**config.mk**
```make
export PLATFORM = sky130hd
export DESIGN_NAME = serial_adder_ctrl_flat
export DESIGN_NICKNAME = d
export VERILOG_FILES = /design/src/rtl/serial_adder_ctrl_if.sv /design/src/rtl/serial_adder_ctrl.sv /design/src/flat_wrapper.sv
export SDC_FILE = /design/constraint.sdc
export NUM_CORES = 1
export LEC_CHECK = 0
export ABC_CLOCK_PERIOD_IN_PS = 1300
export CORE_MARGIN = 1.5
export CORE_UTILIZATION = 47
export DETAILED_ROUTE_END_ITERATION = 10
export HOLD_SLACK_MARGIN = 0.08
export PLACE_DENSITY = 0.76
export SYNTH_ARGS = -nofsm -noshare
export SYNTH_HDL_FRONTEND = slang
export SYNTH_SLANG_ARGS = --single-unit
```
**constraint.sdc**
```tcl
create_clock -name Clk -period 1.3 [get_ports Clk]
set_clock_uncertainty 0.05 [all_clocks]
set_input_delay 0.26 -clock Clk [delete_from_list [all_inputs] [get_ports Clk]]
set_output_delay 0.26 -clock Clk [all_outputs]
set_load 0.02 [all_outputs]
```
**src/rtl/serial_adder_ctrl_if.sv**
```systemverilog
// ---------------------------------------------------------------------------
// serial_adder_ctrl_if
// Request/result bundle between an add requester and serial_adder_ctrl.
//   Start       : request pulse, honoured only while the controller is idle
//   A, B, Cin   : operands and carry-in, captured when Start is accepted
//   Busy        : high while bits are being processed
//   Done        : one-cycle completion pulse, Sum/Cout valid
//   Sum, Cout   : result register and carry out of the top bit
// master = requester side, slave = controller side.
// ---------------------------------------------------------------------------
interface serial_adder_ctrl_if #(
    parameter int WIDTH = 8
);
    logic             Start;
    logic [WIDTH-1:0] A;
    logic [WIDTH-1:0] B;
    logic             Cin;
    logic             Busy;
    logic             Done;
    logic [WIDTH-1:0] Sum;
    logic             Cout;

    modport master (
        output Start, A, B, Cin,
        input  Busy, Done, Sum, Cout
    );

    modport slave (
        input  Start, A, B, Cin,
        output Busy, Done, Sum, Cout
    );
endinterface

```
**src/rtl/serial_adder_ctrl.sv**
```systemverilog
// ---------------------------------------------------------------------------
// serial_adder_ctrl
// Bit-serial adder: a single full-adder cell (two half adders) is stepped
// LSB-first across a WIDTH-bit operand pair, one bit per clock.
//   Clk  : rising-edge clock
//   Rst  : synchronous, active-high reset
//   bus  : serial_adder_ctrl_if.slave (Start/A/B/Cin in, Busy/Done/Sum/Cout out)
// Latency from accepted Start to Done is WIDTH+1 edges; Sum/Cout update only
// on the final bit's edge and otherwise hold the previous result.
// ---------------------------------------------------------------------------
module serial_adder_ctrl #(
    parameter int WIDTH = 8
) (
    input  logic                Clk,
    input  logic                Rst,
    serial_adder_ctrl_if.slave  bus
);
    localparam int CW = $clog2(WIDTH) + 1;

    typedef enum logic [1:0] {
        IDLE = 2'd0,
        RUN  = 2'd1,
        DONE = 2'd2
    } state_t;

    state_t           state_q, state_d;
    logic [WIDTH-1:0] a_sh, b_sh, acc, sum_q;
    logic             carry, cout_q;
    logic [CW-1:0]    cnt;

    logic s1, c1, s, c2, carry_nxt, last_bit;
    logic [WIDTH-1:0] acc_nxt;

    // Shared full-adder cell, built from two half adders.
    always_comb begin
        s1        = a_sh[0] ^ b_sh[0];
        c1        = a_sh[0] & b_sh[0];
        s         = s1 ^ carry;
        c2        = s1 & carry;
        carry_nxt = c1 | c2;
        acc_nxt   = {s, acc[WIDTH-1:1]};
        last_bit  = (cnt == CW'(WIDTH - 1));
    end

    // NOTE: state is updated with non-blocking assignments so every register
    // samples the pre-edge values, exactly like the flops being described.
    always_ff @(posedge Clk) begin
        if (Rst) state_q <= IDLE;
        else     state_q <= state_d;
    end

    // NOTE: the default assignment first guarantees state_d is written on
    // every path, so no latch is inferred for unlisted states.
    always_comb begin
        state_d = state_q;
        case (state_q)
            IDLE:    if (bus.Start) state_d = RUN;
            RUN:     if (last_bit)  state_d = DONE;
            DONE:    state_d = IDLE;
            default: state_d = IDLE;
        endcase
    end

    always_ff @(posedge Clk) begin
        if (Rst) begin
            a_sh   <= '0;
            b_sh   <= '0;
            acc    <= '0;
            carry  <= 1'b0;
            cnt    <= '0;
            sum_q  <= '0;
            cout_q <= 1'b0;
        end else begin
            case (state_q)
                IDLE: begin
                    if (bus.Start) begin
                        a_sh  <= bus.A;
                        b_sh  <= bus.B;
                        carry <= bus.Cin;
                        acc   <= '0;
                        cnt   <= '0;
                    end
                end
                RUN: begin
                    a_sh  <= a_sh >> 1;
                    b_sh  <= b_sh >> 1;
                    carry <= carry_nxt;
                    acc   <= acc_nxt;
                    cnt   <= cnt + CW'(1);
                    // Result is published only on the final bit, so Sum/Cout
                    // keep the previous result for the whole operation.
                    if (last_bit) begin
                        sum_q  <= acc_nxt;
                        cout_q <= carry_nxt;
                    end
                end
                default: ;
            endcase
        end
    end

    assign bus.Busy = (state_q == RUN);
    assign bus.Done = (state_q == DONE);
    assign bus.Sum  = sum_q;
    assign bus.Cout = cout_q;

endmodule

```
**src/flat_wrapper.sv**
```systemverilog
// flat-port wrapper written by rule: the top's interface ports become plain ports
module serial_adder_ctrl_flat 
#(
    parameter int WIDTH = 8
)
  (Clk, Rst, bus_Start, bus_A, bus_B, bus_Cin, bus_Busy, bus_Done, bus_Sum, bus_Cout);
  serial_adder_ctrl_if #(.WIDTH(WIDTH)) bus_i ();
  input  logic Clk;
  input  logic Rst;
  input wire logic [$bits(bus_i.Start)-1:0] bus_Start;
  input wire logic [$bits(bus_i.A)-1:0] bus_A;
  input wire logic [$bits(bus_i.B)-1:0] bus_B;
  input wire logic [$bits(bus_i.Cin)-1:0] bus_Cin;
  output wire logic [$bits(bus_i.Busy)-1:0] bus_Busy;
  output wire logic [$bits(bus_i.Done)-1:0] bus_Done;
  output wire logic [$bits(bus_i.Sum)-1:0] bus_Sum;
  output wire logic [$bits(bus_i.Cout)-1:0] bus_Cout;
  assign bus_i.Start = bus_Start;
  assign bus_i.A = bus_A;
  assign bus_i.B = bus_B;
  assign bus_i.Cin = bus_Cin;
  assign bus_Busy = bus_i.Busy;
  assign bus_Done = bus_i.Done;
  assign bus_Sum = bus_i.Sum;
  assign bus_Cout = bus_i.Cout;
  serial_adder_ctrl #(.WIDTH(WIDTH)) u_core (.Clk(Clk), .Rst(Rst), .bus(bus_i));
endmodule
```
### Word-level counts from Yosys, hierarchy flattened

Cells that the tools add are included.

* register bits: 40
* output and inout port bits: 11
* word-level logic and storage cells: 37
* bits of input ports: 20

* reductions and logical operators: 5
* eq/ne operators: 5
* add/subtract/negate cells: 1
* multiplexer cells: 13
* bitwise logic cells: 5

Operators with widths (number)
* 8-bit case mux with 2 select lines: 3
* 8-bit 2-to-1 mux: 3
* 4-bit case mux with 2 select lines: 1
* 2-bit AND reduction: 3
* 4-bit by 1-bit adder with 4-bit output (second input constant): 1
* 4-bit by 3-bit equality test with 1-bit output (second input constant): 1
* 2-bit 2-to-1 mux: 2
* 4-bit 2-to-1 mux: 1
* 2-bit case mux with 2 select lines: 1
* 1-bit AND: 2
* 2-bit by 1-bit equality test with 1-bit output (second input constant): 1
* 2-bit equality test (second input constant): 1
* 2-bit logical NOT: 1
* 2-bit by 1-bit != test with 1-bit output (second input constant): 1
* 2-bit != test (second input constant): 1
* 1-bit case mux with 2 select lines: 1
* 2-bit nonzero test: 1
* 1-bit bitwise XOR: 2
* 1-bit 2-to-1 mux: 1
* 1-bit OR: 1

### Depth between registers and ports, before layout

Gate-level depths: netlist (run 1).

* word-level depth: 4
* depth in mapped cells: 6
* depth with buffers taken out: 4

### Least setup slack after synthesis (run 1)

OpenSTA, ideal clock, no wires.

* path kind: flip-flop to flip-flop
* from: register u_core.state_q[0]
* to: register u_core.a_sh[1]
* required time: 1118 ps
* path slack: -45 ps
* setup time: 132 ps
* clock period less this slack: 1345 ps
* arrival: 1163 ps
* path buffers: 1
* stages on the path, launching flop included: 5
* cells stage by stage: dfxtp_1 -> clkbuf_1 -> or3b_2 -> a21oi_1 -> nor3_1

* longest elaborated chain between the ends: 3
* elaborated cells on any way between the ends: 6
* classes of those cells: eq/ne (2); mux (1); reduce/logical (3)

RTL lines
* start, declared: line serial_adder_ctrl.sv:26 `state_t state_q, state_d;`
* start signal, assigned: line serial_adder_ctrl.sv:49 `else state_q <= state_d;`
* 2-bit by 1-bit equality test with 1-bit output / 2-bit logical NOT (equally long branches): line serial_adder_ctrl.sv:74 `case (state_q)`
* 2-bit nonzero test (no line) / 2-bit != test (equally long branches)
* 2-bit AND reduction (no line)
* end signal, assigned: line serial_adder_ctrl.sv:77 `a_sh <= bus.A;`
* end signal, assigned: line serial_adder_ctrl.sv:85 `a_sh <= a_sh >> 1;`
* end, declared: line serial_adder_ctrl.sv:27 `logic [WIDTH-1:0] a_sh, b_sh, acc, sum_q;`

Several ways; a longest one is shown, not always the timed one.
A chain may end at the register's enable or synchronous reset.

### Worst setup path after layout (run 1)

* from: register u_core.state_q[0]
* to: output port bus_Done

* longest elaborated chain between the ends: 1

RTL lines
* 2-bit equality test: line serial_adder_ctrl.sv:103 `assign bus.Done = (state_q == DONE);`
* end, declared: line flat_wrapper.sv:15 `output wire logic [$bits(bus_i.Done)-1:0] bus_Done;`

No other way between the ends.

==> results.json, run 1 <==
{
  "reg2reg_from": "u_core.state_q[0]$_SDFFE_PP0P_",
  "path_class": "register to output pin",
  "status": "complete, but fails checks",
  "cpPeakStageDelay_ps": 380,
  "cap_viol_max_count": 0,
  "comb_power_share": 0.245,
  "htreeDepth": 2,
  "syn_area_per_cell_sq_um": 9.43,
  "cp_num_buf_inv": 3,
  "overflow": 0,
  "synth_fp_nets": 209,
  "hold_class": "register to register",
  "clockBufferDepth": 2,
  "power_switching_mw": 0.841,
  "cts_tree": "done",
  "synth-seq-cells": 39,
  "place_congestion": 0.830,
  "dr.pass1.iters": 4,
  "hold_buffers": 0,
  "layout_min_cycle_time_ps": 1460,
  "clock_latency_ps": 290,
  "dp_hpwl_mm": 2.71,
  "startpoint_type": "register",
  "grt_usage": 0.243,
  "netlist_area_sq_um": 1760,
  "numClockSinks": 39,
  "core_area_sq_um": 3630,
  "grt_pass1_wl_mm": 7.73,
  "wirelength_mm": 5.76,
  "grt_pass1_vias": 1612,
  "ys_seq_area_frac": 0.443,
  "setup_ws_ps": -164,
  "initial_utilization": 0.486,
  "yosysWarnings": 0,
  "power.density_nw_per_um2": 1110,
  "p_int_mw": 2.33,
  "crit_start": "u_core.state_q[0]$_SDFFE_PP0P_",
  "die-width_microns": 64.3,
  "clock.fmax_mhz": 683,
  "syn_to_final_growth_pct": 61.3,
  "clk_pin_slew_ps": 80,
  "crit_chain": "buf_6 -> buf_4 -> nor2b_4 -> buf_6",
  "chipHeight_microns": 64.3,
  "num_rows": 22,
  "dpl_cell_area_sq_um": 2210,
  "grt_max_degree": 17,
  "fillers": 222,
  "ios": 31,
  "avgRoutedWirePerCell_microns": 19.5,
  "via_per_inst": 5.74,
  "final_common_cell": "dfxtp_1",
  "crit_slowest_cell": "dfxtp_4",
  "tightest_slew_ps": 436,
  "p_leak_nw": 1.10,
  "layout_common_cells": "33 x dfxtp_1, 23 x nand2b_1, 17 x clkdlybuf4s50_1, 16 x buf_6, 15 x buf_4",
  "layout-drive-gt1-share": 0.440,
  "seq_power_share": 0.421,
  "clkPwrFrac": 0.334,
  "final_max_slew_viol_count": 0,
  "crit_top_cell": "buf_6",
  "drt_iter0_drc": 143,
  "finalSetupViolations": 34,
  "fin_nets": 269,
  "crit_arrival_ps": 1150,
  "min_from": "u_core.bus.Cout$_SDFFE_PP0P_",
  "postRouteAntennaNets": 0,
  "syn-instance-count": 187,
  "numCtsBuffers": 5,
  "grt_antenna_before_repair": 0,
  "worstPathMaxFanout": 4,
  "slew_headroom": 0.709,
  "antenna_cells": 0,
  "fin_util": 0.783,
  "violations": "setup timing",
  "dieArea_sq_um": 4130,
  "final_hold_viol_count": 0,
  "fin_crit_sh": 1.13,
  "final_cell_area_sq_um": 2850,
  "critical-path-top-delay-family": "flip-flops",
  "cp_data_required_time_ps": 990,
  "synthDistinctLibCells": 33,
  "rsz0062_at_grt": "true",
  "vias": 1699,
  "irDropWorstVdd_v": 0.000735,
  "root_buffer": "clkbuf_8",
  "drc": 0,
  "endpoint_kind": "output pin",
  "portBuffers": 30,
  "swShare": 0.265
}
worst reg2reg max path: stages (launching register included):
cell	delay (ps)
dfxtp_4	380
buf_6	130
buf_6	130
or3b_4	420
a21oi_4	180
nor3_2	70
per-layer routing:
layer | GRT usage | vias up | part of all wire
met4 | 0.0957 | 0 | 0.039
met1 | 0.290 | 839 | 0.40
li1 | - | 767 | -
met2 | 0.423 | 70 | 0.51
met5 | 0 | - | 0
met3 | 0.0511 | 23 | 0.047
flip-flops by register name, summed over array words and instances (netlist names):
register,flops
u_core.state_q,2
u_core.bus.Sum,8
u_core.bus.Cout,1
u_core.acc,7
u_core.cnt,4
u_core.carry,1
u_core.a_sh,8
u_core.b_sh,8
what timing repair did:
action                     in CTS  in global routing
cloned                          5                  1
gates resized for setup        75                 49
pin swaps                      43                 15
setup buffers                   7                  5
setup endpoints to repair      48                 46
worst paths after layout:
check	to	slack, ps	depth (start not counted)
max reg2reg	u_core.a_sh[3]$_SDFFE_PP0P_	-160	5
min reg2reg	u_core.bus.Cout$_SDFFE_PP0P_	430	2
max	bus_Done	-160	4
min	u_core.bus.Cout$_SDFFE_PP0P_	430	2
power by group through the flow:
stage          clock [mW]  sequential [mW]  combinational, mW
2_1_floorplan           0             1.33              0.285
3_3_place_gp            0             1.33              0.415
3_5_place_dp            0             1.34              0.434
4_1_cts              1.06             1.31              0.640
5_1_grt              1.12             1.34              0.822
6_report             1.06             1.33              0.779
metrics by stage:
stage	power (mW)	TNS (ps)	hold WS, ps	std cells	setup slack, ps
after global routing	3.28	-4050	447	296	-193
after floorplan	1.61	0	343	187	1.21
after global placement	1.75	-12310	407	271	-433
final	3.17	-2910	426	296	-164
after detailed placement	1.77	-13560	417	271	-494
after CTS	3.01	-1860	427	291	-147
cells in the mapped netlist (all sizes together):
cell type	instances	share of area
buf	10	0.036
mux2i	9	0.051
nor3	15	0.043
dfxtp	39	0.44
a21o	1	0.0043
or2b	9	0.038
nand2b	26	0.092
o21ba	1	0.0057
and2	1	0.0035
ha	1	0.0071
a221o	1	0.0057
nor2	18	0.044
or3	1	0.0035
nor4b	1	0.0085
a22o	10	0.050
clkbuf	4	0.0085
a21oi	15	0.043
a211oi	1	0.0043
nand3b	1	0.0043
nor2b	1	0.0035
fa	1	0.011
or3b	14	0.070
inv	1	0.0021
nand3	2	0.0057
a31oi	1	0.0035
o32a	1	0.0057
nand2	2	0.0043
layout make-up:
class                   instances  area (sq um)  share of cell area
multi-input cells             133          1150               0.403
clock buffers                   6          82.6              0.0290
clock inverters                 2          35.0              0.0123
well taps                      48          60.1              0.0211
flip-flops and latches         39           793               0.279
repair buffers                 67           722               0.254
inverters                       1          6.26             0.00220
cells by family (layout without fill, tap and decap cells):
kind of cell / after synthesis / after routing / share of synthesized area
AND/OR/NAND/NOR: 91 / 91 / 0.320
flip-flops: 39 / 39 / 0.443
AO/OA/AOI/OAI: 31 / 31 / 0.121
buffers and inverters: 15 / 76 / 0.0468
multiplexers: 9 / 9 / 0.0511
adder cells (fa/ha/maj): 2 / 2 / 0.0184
Power figures use the tool's default switching activity.
==> inputs of run 2 (changes only) <==
--- a/config.mk
+++ b/config.mk
@@ -6,6 +6,7 @@
 export NUM_CORES = 1
 export LEC_CHECK = 0
 export ABC_CLOCK_PERIOD_IN_PS = 1300
+export CORE_ASPECT_RATIO = 0.9
 export CORE_MARGIN = 1.5
 export CORE_UTILIZATION = 47
 export DETAILED_ROUTE_END_ITERATION = 10
==> run 2 against run 1 <==
Compared with the run above: total power is 0.95% lower; sequential share of layout area increased by 1.4 points; design area fell by 5.0%; worst setup slack better by 67 ps; final cell count down 3.0%; count of clock-buffer cells in the layout unchanged; clock power rose by 12%; the run still ends with setup timing left; global-route usage fell by 0.52 points; register-to-register slack better by 70 ps.
==> results.json, run 2 (same netlist as run 1, synthesis figures left out) <==
{
  "status": "complete, but fails checks",
  "violations": "setup timing",
  "clock.fmax_mhz": 716,
  "finalHoldWorstSlack_ps": 421,
  "final_common_cell": "dfxtp_1",
  "min_from": "u_core.bus.Sum[4]$_SDFFE_PP0P_",
  "hold_buffers": 0,
  "dp_hpwl_mm": 2.66,
  "finalSetupViolations": 37,
  "grt_use_met2": 0.381,
  "ios": 31,
  "worstPathMaxFanout": 8,
  "via_per_inst": 5.34,
  "core_area_sq_um": 3480,
  "chipHeight_microns": 61.1,
  "layout_min_cycle_time_ps": 1400,
  "met3_usage": 0.0585,
  "drt_iter0_drc": 76,
  "clock_latency_ps": 300,
  "p_leak_nw": 1.05,
  "r2r_cells": 6,
  "fin_nets": 264,
  "dieArea_sq_um": 4130,
  "grt_util_met1": 0.296,
  "reg2reg_from": "u_core.state_q[0]$_SDFFE_PP0P_",
  "numClockSinks": 39,
  "numCtsBuffers": 5,
  "cap_viol_max_count": 0,
  "startpoint_type": "register",
  "dr.pass1.iters": 4,
  "overflow": 0,
  "grt_usage": 0.238,
  "final_hold_viol_count": 0,
  "clk_pin_slew_ps": 80,
  "die-width_microns": 67.6,
  "final_max_slew_viol_count": 0,
  "rrSetupSlack_ps": -100,
  "avgRoutedWirePerCell_microns": 15.7,
  "drc": 0,
  "irDropWorstVdd_v": 0.00111,
  "layout-drive-gt1-share": 0.370,
  "power.density_nw_per_um2": 1160,
  "rsz0062_at_grt": "true",
  "portBuffers": 30,
  "initial_utilization": 0.507,
  "r2r_end": "u_core.cnt[2]$_SDFFE_PP0P_",
  "wirelength_mm": 4.50,
  "final_cell_area_sq_um": 2710,
  "crit_path_end": "u_core.cnt[2]$_SDFFE_PP0P_",
  "num_rows": 20,
  "dp_slack_ps": -458,
  "grt_antenna_before_repair": 0,
  "place_congestion": 0.831,
  "total_power_mw": 3.14,
  "htreeDepth": 2,
  "vias": 1533,
  "grt_pass1_wl_mm": 7.07,
  "crit_arrival_ps": 1570,
  "fin_crit_sh": 1.07,
  "hold_class": "register to register",
  "crit_start": "u_core.state_q[0]$_SDFFE_PP0P_",
  "grt.busiest_layer": "met2",
  "path_class": "register to register",
  "tightest_slew_ps": 402,
  "final.setup.tns_ps": -1460,
  "cp_data_required_time_ps": 1470,
  "grt_max_degree": 29,
  "clockBufferDepth": 2,
  "syn_to_final_growth_pct": 53.3,
  "dpl_cell_area_sq_um": 2230,
  "antenna_cells": 0,
  "layout_common_cells": "34 x dfxtp_1, 23 x nand2b_1, 17 x clkdlybuf4s50_1, 17 x buf_4",
  "cts_tree": "done",
  "slew_headroom": 0.732,
  "postRouteAntennaNets": 0,
  "setup_ws_ps": -97.1,
  "endpoint_kind": "register",
  "root_buffer": "clkbuf_8",
  "grt_pass1_vias": 1488
}
[run 2: cell count changes in the layout (fill, tap and decap cells not counted), moves of 3 or more]
| cell | delta |
|---|---|
| nor2_2 | -3 |
| buf_6 | -6 |
| nor3_2 | -5 |
| nor3_1 | +5 |
| nor2_1 | +6 |
| nor2_4 | -3 |
[run 2: report_power, final]
part           switching (mW)  internal, mW
Clock                   0.421         0.767
Sequential             0.0497          1.27
Combinational           0.265         0.375
Total                   0.735          2.41
[run 2: worst min path at each step]
stage	end	slack, ps	depth (start not counted)
after detailed placement	u_core.bus.Sum[4]$_SDFFE_PP0P_	410	2
final	u_core.bus.Sum[4]$_SDFFE_PP0P_	420	2
after CTS	u_core.bus.Sum[4]$_SDFFE_PP0P_	420	2
after floorplan	u_core.b_sh[7]$_SDFFE_PP0P_	340	1
after global routing	u_core.bus.Sum[4]$_SDFFE_PP0P_	440	2
after global placement	u_core.b_sh[7]$_SDFFE_PP0P_	410	1
[run 2: through the flow]
step	utilization	instances
after global placement	0.642	269
after global routing	0.778	287
after floorplan	-	187
after CTS	0.738	284
after detailed placement	0.642	269
final	0.778	287
[run 2: metal layers]
| metal | wire [microns] | share of wire |
|---|---|---|
| met1 | 2000 | 0.45 |
| met2 | 2230 | 0.50 |
| met3 | 155 | 0.034 |
| met4 | 110 | 0.024 |
| met5 | 0 | 0 |
[run 2: final cells by class]
cell class	count	area (sq um)
Inverter	1	6.26
Tap cell	44	55.1
Clock inverter	2	60.1
Sequential cell	39	792
Multi-Input combinational cell	133	1080
Fill cell	209	773
Clock buffer	6	72.6
Timing Repair Buffer	62	638
[run 2: worst max-delay path: stages, from the launching register on]
cell	delay [ps]
dfxtp_4	360
buf_6	130
buf_8	130
o21ba_4	240
buf_6	130
nand2b_4	130
a21oi_2	150
[run 2: repair_timing]
item / CTS / global route
endpoints found under the setup margin: 39 / 47
gates cloned: 3 / 1
resized for setup: 68 / 30
pin swaps: 29 / 15
buffers inserted: 4 / 2
==> inputs of run 3 (changes only) <==
--- a/config.mk
+++ b/config.mk
@@ -9,9 +9,11 @@
 export CORE_ASPECT_RATIO = 0.9
 export CORE_MARGIN = 1.5
 export CORE_UTILIZATION = 47
+export CTS_CLUSTER_DIAMETER = 60
 export DETAILED_ROUTE_END_ITERATION = 10
+export GPL_ROUTABILITY_DRIVEN = 0
 export HOLD_SLACK_MARGIN = 0.08
-export PLACE_DENSITY = 0.76
+export PLACE_DENSITY_LB_ADDON = 0.1
 export SYNTH_ARGS = -nofsm -noshare
 export SYNTH_HDL_FRONTEND = slang
 export SYNTH_SLANG_ARGS = --single-unit
==> run 3 against run 2 <==
Compared with the run above: the flow still finishes with violations (setup timing); routed wire length rose by 6.6%; highest routed layer unchanged; worst setup slack improved by 19 ps; critical endpoint is now u_core.a_sh[5]$_SDFFE_PP0P_; global-route usage rose by 1.4 points; final cell count fell by 1.0%; count of clock-buffer cells in the layout fell by 1; total power fell by 3.7%; critical path depth fell by 1; die area did not move; sequential power barely moved.
==> results.json, run 3 (same netlist as run 1, synthesis figures left out) <==
{
  "endpoint_kind": "register",
  "numCtsBuffers": 5,
  "clk_pin_slew_ps": 80,
  "crit_chain": "buf_12 -> buf_8 -> or3b_4 -> a21oi_2 -> nor3_2",
  "cap_viol_max_count": 0,
  "startpoint_type": "register",
  "num_rows": 20,
  "clockBufferDepth": 2,
  "hold_class": "register to register",
  "p_leak_nw": 1.04,
  "wirelength_mm": 4.80,
  "fin_crit_sh": 1.06,
  "layout_common_cells": "31 x dfxtp_1, 23 x nand2b_1, 17 x clkdlybuf4s50_1, 15 x a21oi_2, 14 x buf_4",
  "chipHeight_microns": 61.1,
  "initial_utilization": 0.507,
  "layout-drive-gt1-share": 0.421,
  "crit_arrival_ps": 1510,
  "grt_usage": 0.251,
  "syn_to_final_growth_pct": 54.4,
  "slew_headroom": 0.715,
  "grt_max_degree": 27,
  "numClockSinks": 39,
  "met2RoutedLength_mm": 2.41,
  "antenna_cells": 0,
  "setup_ws_ps": -78.1,
  "grt_antenna_before_repair": 0,
  "dr.pass1.iters": 4,
  "tightest_slew_ps": 427,
  "final_hold_viol_count": 0,
  "cp_num_buf_inv": 2,
  "final_common_cell": "dfxtp_1",
  "status": "complete, but fails checks",
  "drt_iter0_drc": 99,
  "cts_tree": "done",
  "drt-met1-wl_mm": 2.11,
  "critical-path-top-delay-family": "simple AND/OR/NAND/NOR gates",
  "placedCellCount": 266,
  "via_per_inst": 5.49,
  "clock_latency_ps": 290,
  "rsz0062_at_grt": "true",
  "avgRoutedWirePerCell_microns": 16.9,
  "ios": 31,
  "dieArea_sq_um": 4130,
  "fin_nets": 261,
  "worstPathMaxFanout": 7,
  "root_buffer": "clkbuf_8",
  "crit_slowest_cell": "or3b_4",
  "power.density_nw_per_um2": 1110,
  "vias": 1559,
  "portBuffers": 30,
  "dp_hpwl_mm": 2.61,
  "hold_buffers": 0,
  "irDropWorstVdd_v": 0.00121,
  "dp_slack_ps": -466,
  "wl_met3_microns": 157,
  "clock.fmax_mhz": 726,
  "final_max_slew_viol_count": 0,
  "layout_min_cycle_time_ps": 1380,
  "cp_data_required_time_ps": 1430,
  "dr.max_layer_used": "met4",
  "fillers": 227,
  "violations": "setup timing",
  "final.setup.tns_ps": -1320,
  "postRouteAntennaNets": 0,
  "die-width_microns": 67.6,
  "grt_pass1_vias": 1575,
  "grt_pass1_wl_mm": 7.45,
  "htreeDepth": 2,
  "cpPeakStageDelay_ps": 370,
  "finalSetupViolations": 30,
  "overflow": 0,
  "stdcell_count": 284,
  "drc": 0,
  "core_area_sq_um": 3480,
  "path_class": "register to register"
}
[run 3: what timing repair did]
item | in CTS | in global routing
pin swaps | 37 | 21
gates cloned | 4 | 0
resized for setup | 71 | 41
setup buffers | 4 | 4
endpoints found under the setup margin | 41 | 48
[run 3: final timing paths]
check             cells past startpoint                           start  slack (ps)                              to
setup reg to reg                      5  u_core.state_q[0]$_SDFFE_PP0P_         -80     u_core.a_sh[5]$_SDFFE_PP0P_
setup / recovery                      5  u_core.state_q[0]$_SDFFE_PP0P_         -80     u_core.a_sh[5]$_SDFFE_PP0P_
hold / removal                        2  u_core.bus.Sum[4]$_SDFFE_PP0P_         430  u_core.bus.Sum[4]$_SDFFE_PP0P_
hold reg to reg                       2  u_core.bus.Sum[4]$_SDFFE_PP0P_         430  u_core.bus.Sum[4]$_SDFFE_PP0P_
[run 3: worst register-to-register path: stages, from the launching register on]
cell and delay (ps):
dfxtp_4 360, buf_12 140, buf_8 130, or3b_4 370, a21oi_2 170, nor3_2 60
[run 3: stage by stage]
step           utilization  power (mW)  cell area [sq um]  hold slack, ps
2_1_floorplan            -        1.61               1780             343
3_3_place_gp         0.635        1.76               2210             407
3_5_place_dp         0.635        1.78               2210             412
4_1_cts              0.749        2.98               2610             424
5_1_grt              0.783        3.15               2720             452
6_report             0.783        3.03               2720             429
[run 3: cell type report]
type	count	area (sq um)	area share
Inverter	1	3.75	0.00138
Sequential cell	39	796	0.292
Tap cell	44	55.1	0.0202
Clock buffer	5	68.8	0.0253
Clock inverter	3	43.8	0.0161
Timing Repair Buffer	59	633	0.232
Multi-Input combinational cell	133	1120	0.412
[run 3: power by group]
group	leakage, nW	internal (mW)	switching, mW	total, mW
combinational	0.657	0.402	0.293	0.696
clock	0.0581	0.571	0.442	1.01
sequential	0.322	1.27	0.0497	1.32
total	1.04	2.24	0.785	3.03
[run 3: metal layers]
metal | GRT usage | vias up
met5 | 0 | -
met4 | 0.122 | 0
met3 | 0.0658 | 12
met2 | 0.431 | 36
met1 | 0.294 | 761
li1 | - | 750
